==> src/rtl/imem_program_encoder.sv <==
// rtl/imem_program_encoder.sv - packs field-level requests into MIPS R/I/J words and loads them into imem
// Holds the CPU in reset until the last word of the program has been written.
module imem_program_encoder #(
  parameter int ADDR_W    = 6,
  parameter int BASE_ADDR = 0
) (
  input  logic              clk,
  input  logic              reset,
  input  logic              in_valid,
  output logic              in_ready,
  input  logic [1:0]        in_fmt,
  input  logic [5:0]        in_op,
  input  logic [4:0]        in_rs,
  input  logic [4:0]        in_rt,
  input  logic [4:0]        in_rd,
  input  logic [4:0]        in_shamt,
  input  logic [5:0]        in_funct,
  input  logic [15:0]       in_imm,
  input  logic [25:0]       in_target,
  input  logic              in_last,
  output logic              imem_we,
  output logic [ADDR_W-1:0] imem_addr,
  output logic [31:0]       imem_wd,
  output logic [ADDR_W:0]   count,
  output logic              done,
  output logic              overflow,
  output logic              fmt_err,
  output logic              cpu_reset
);

  typedef enum logic [1:0] {IDLE, WRITE, DONE} stateT;

  localparam logic [ADDR_W-1:0] BASE = ADDR_W'(BASE_ADDR);

  stateT             state, stateNext;
  logic              started;
  logic              lastReg;
  logic [ADDR_W-1:0] wrPtr;
  logic [ADDR_W-1:0] addrReg;
  logic [31:0]       wdReg;
  logic [ADDR_W:0]   cntReg;
  logic [ADDR_W:0]   cntInc;
  logic              ovfReg;
  logic              fmtErrReg;
  logic              accept;
  logic              legal;
  logic [31:0]       encWord;

  assign in_ready  = started && (state == IDLE);
  assign accept    = in_valid && in_ready;
  assign legal     = (in_fmt != 2'd3);
  assign cntInc    = cntReg + 1'b1;

  assign imem_we   = (state == WRITE);
  assign imem_addr = addrReg;
  assign imem_wd   = wdReg;
  assign count     = cntReg;
  assign done      = (state == DONE);
  assign overflow  = ovfReg;
  assign fmt_err   = fmtErrReg;
  assign cpu_reset = ~done;

  always_comb begin
    encWord = 32'd0;
    case (in_fmt)
      2'd0:    encWord = {6'b0, in_rs, in_rt, in_rd, in_shamt, in_funct};
      2'd1:    encWord = {in_op, in_rs, in_rt, in_imm};
      2'd2:    encWord = {in_op, in_target};
      default: encWord = 32'd0;
    endcase
  end

  // The top bit of cntInc marks the write that fills the whole memory.
  always_comb begin
    stateNext = state;
    case (state)
      IDLE: begin
        if (accept) begin
          if (legal)        stateNext = WRITE;
          else if (in_last) stateNext = DONE;
        end
      end
      WRITE: begin
        if (lastReg || cntInc[ADDR_W]) stateNext = DONE;
        else                           stateNext = IDLE;
      end
      DONE:    stateNext = DONE;
      default: stateNext = IDLE;
    endcase
  end

  // wrPtr is the next free word; addrReg only moves at a legal transfer so the
  // address seen by imem stays put while the strobe is low.
  always_ff @(posedge clk or posedge reset) begin
    if (reset) begin
      state     <= IDLE;
      started   <= 1'b0;
      lastReg   <= 1'b0;
      wrPtr     <= BASE;
      addrReg   <= BASE;
      wdReg     <= 32'd0;
      cntReg    <= '0;
      ovfReg    <= 1'b0;
      fmtErrReg <= 1'b0;
    end else begin
      state   <= stateNext;
      started <= 1'b1;
      if (accept) begin
        if (legal) begin
          addrReg <= wrPtr;
          wdReg   <= encWord;
          lastReg <= in_last;
        end else begin
          fmtErrReg <= 1'b1;
        end
      end
      if (state == WRITE) begin
        wrPtr  <= wrPtr + 1'b1;
        cntReg <= cntInc;
        if (cntInc[ADDR_W] && !lastReg) ovfReg <= 1'b1;
      end
    end
  end

endmodule

==> config.mk <==
export PLATFORM = sky130hd
export DESIGN_NAME = imem_program_encoder
export DESIGN_NICKNAME = d
export VERILOG_FILES = /design/src/rtl/imem_program_encoder.sv
export SDC_FILE = /design/constraint.sdc
export NUM_CORES = 1
export LEC_CHECK = 0
export ABC_AREA = 0
export BUFFER_PORTS_ARGS = -buffer_cell sky130_fd_sc_hd__buf_2
export CAP_MARGIN = 20
export CORE_MARGIN = 2
export CORE_UTILIZATION = 43
export CTS_CLUSTER_SIZE = 25
export DETAILED_ROUTE_END_ITERATION = 7
export PLACE_DENSITY = 0.74
export SYNTH_ARGS = -nofsm -noshare
export SYNTH_HDL_FRONTEND = slang
export SYNTH_SLANG_ARGS = --single-unit
==> constraint.sdc <==
create_clock -name clk -period 3.7 [get_ports clk]
set_clock_uncertainty 0.1 [all_clocks]
set_input_delay 0.74 -clock clk [delete_from_list [all_inputs] [get_ports clk]]
set_output_delay 0.74 -clock clk [all_outputs]
set_load 0.005 [all_outputs]
==> out/results.ini <==
[timing]
whs_ns = 0.365
slew_violations = 0
tightest_slew_ns = 0.605
slew_headroom_pct = 59.6
setup_viol = 0
period_needed_ns = 2.38
timing.final.crit_share_pct = 64.3
finalHoldViolCount = 0
max_freq_mhz = 420
rsz0062_at_grt = no
tns_ns = 0

[finish]
fin_cells = 450
area.growth.synth_to_final_pct = 28.9
final_nets = 448
fillers = 612
insertedDiodeCount = 0
fin_area_um2 = 3800
final_layout_size_suffix_gt1_share_pct = 48.1

[pwr]
finalPower_mw = 2.43
irDropWorstVdd_v = 0.000341
powerDensity_nw_per_um2 = 640
p_leak_nw = 1.94

[global_routing]
grtUsageTotal_pct = 19.7
grt_max_degree = 33
grt_overflow = 0
grt_pass1_vias = 2324
grt_pass1_wl_um = 11400
antenna_found_initial = 0

[synthesis]
async_flop_share_pct = 100
synthesis.area_um2 = 2950
syn_inst = 238
yosysWarnings = 0
synth_edf_count = 0
yosys_register_bits = 57
synthFlopType = dfrtp_1
synth_area_per_cell_um2 = 12.4
yosysSeqAreaShare_pct = 48.4
synth_nets = 320
synth.distinct_cells = 45

[worst_setup_path]
crit_required_ns = 2.86
crit_start = state[1]
worstPathArrival_ns = 1.54
critPathKind = register to primary output
worst-path-max-fanout = 15
critPathLaunchType = register
crit_path_end_kind = primary output
r2r_start = state[1]

[min_path]
min_from = overflow
min_path_type = register to register

[floorplan]
ioPinCount = 131
die-area_um2 = 7540
die_x_um = 86.8
rows = 30
start_util_pct = 43.9
fp.coreArea_um2 = 6720
die_h_um = 86.8

[clock_tree]
tritoncts = yes
path_clk_slew_ns = 0.06
ctsResizeCount = 0
clock_tree.buffer_depth = 2
ctsRootBufferMaster = clkbuf_8
numCtsBuffers = 9
holdBufCountCts = 0
cts_setup_buffers = 0
clock_latency_ns = 0.33
clock_sinks = 57
htreeDepth = 3

[detailed_routing]
drc = 0
dr.first_iter.drc_count = 54
antenna_left = 0
via_count = 2379
routed_wl_um = 7180
dr.pass1.iters = 4
wire_per_inst_um = 15.9
vias_per_cell = 5.29

[run]
maxCapViolCount = 0

[placed_design]
place.port_buffers = 130
gp_congestion = 0.759
dp.cells = 435
placed_area_um2 = 3600
hpwl_um = 5150

[outcome]
outcome = finished clean

-- registers in the layout, indices dropped and copies added, names as in the netlist --
| register | flops |
|---|---|
| imem_wd | 32 |
| state | 2 |
| overflow | 1 |
| fmt_err | 1 |
| count | 7 |
| lastReg | 1 |
| imem_addr | 6 |
| started | 1 |
| wrPtr | 6 |
-- logic make-up (layout without fill, tap and decap cells) --
family | after synthesis | count (layout) | synth area share (%)
other | 1 | 1 | 0.127
DFF | 57 | 57 | 48.4
muxes | 41 | 41 | 17.1
buffers and inverters | 21 | 153 | 5.13
AOI/OAI and AO/OA | 49 | 49 | 13.4
adders and majority gates | 2 | 2 | 0.848
xor gates and xnor gates | 11 | 11 | 3.27
and+or+nand+nor | 56 | 56 | 11.7
-- stage by stage --
stage | utilization (%) | worst slack, ns
6_report | 56.6 | 1.32
5_1_grt | 56.6 | 1.21
4_1_cts | 56.6 | 1.29
3_5_place_dp | 53.6 | 1.43
3_3_place_gp | 53.6 | 1.50
2_1_floorplan | - | 1.46
-- layout make-up --
cell class	instances	area (um^2)	share of cell area, %
flip-flops and latches	57	1430	37.5
multi-input cells	160	1370	36.1
repair buffers	135	688	18.1
clock buffers	12	155	4.08
well taps	80	100	2.63
clock inverters	3	40.0	1.05
inverters	3	18.8	0.494
-- final timing paths --
| kind | end | slack (ns) | cells past startpoint |
|---|---|---|---|
| worst max-delay path | imem_we | 1.32 | 2 |
| worst min-delay path | overflow | 0.36 | 1 |
| min in group asynchronous | imem_wd[0] | 0.37 | 2 |
| worst max register to register | imem_wd[12] | 1.84 | 4 |
| worst min register to register | overflow | 0.36 | 1 |
| max in group asynchronous | imem_wd[9] | 2.29 | 3 |
-- synth_stat cells, drive strengths merged (2+ instances only) --
cell / instances / area (um^2)
nand4: 5 / 31.3
o31ai: 8 / 60.1
nor3b: 2 / 15.0
xnor2: 9 / 78.8
and3b: 2 / 17.5
mux2: 25 / 345
xor2: 2 / 17.5
a2bb2oi: 2 / 17.5
nor2: 8 / 30.0
buf: 17 / 129
a22o: 5 / 43.8
mux2i: 16 / 160
a211oi: 9 / 67.6
and3: 5 / 31.3
o2bb2ai: 16 / 140
inv: 3 / 18.8
nand2: 8 / 46.3
o22ai: 2 / 12.5
nor3: 8 / 40.0
ha: 2 / 25.0
dfrtp: 57 / 1430
nand2b: 10 / 62.6
-- critical path: stages, from the launching register on --
cell and delay [ns]:
dfrtp_1 0.45, and2b_1 0.55, buf_2 0.21
-- report_power, final --
| group | switching [mW] | internal (mW) | leakage, nW |
|---|---|---|---|
| Sequential | 0.185 | 0.866 | 0.723 |
| Clock | 0.238 | 0.342 | 0.102 |
| Combinational | 0.322 | 0.480 | 1.11 |
-- cell usage in the layout (no fill, tap or decap), drive strengths merged, types with 8 or more instances in the layout --
cell / instances
clkbuf: 12
nor2: 8
buf: 135
nand2: 8
mux2: 25
mux2i: 16
nor3: 8
a211oi: 9
o2bb2ai: 16
nand2b: 10
dfrtp: 57
o31ai: 8
xnor2: 9
-- per-layer routing --
metal / wire, um / part of all wire [%] / up-vias / track usage (%)
met5: 0 / 0 / - / 0
met4: 112 / 1.6 / 0 / 8.24
met3: 526 / 7.3 / 9 / 5.62
met2: 3300 / 46 / 93 / 31.0
met1: 3240 / 45 / 1135 / 25.5
li1: - / - / 1142 / -
Note: power is estimated with default switching activity, not from simulation.
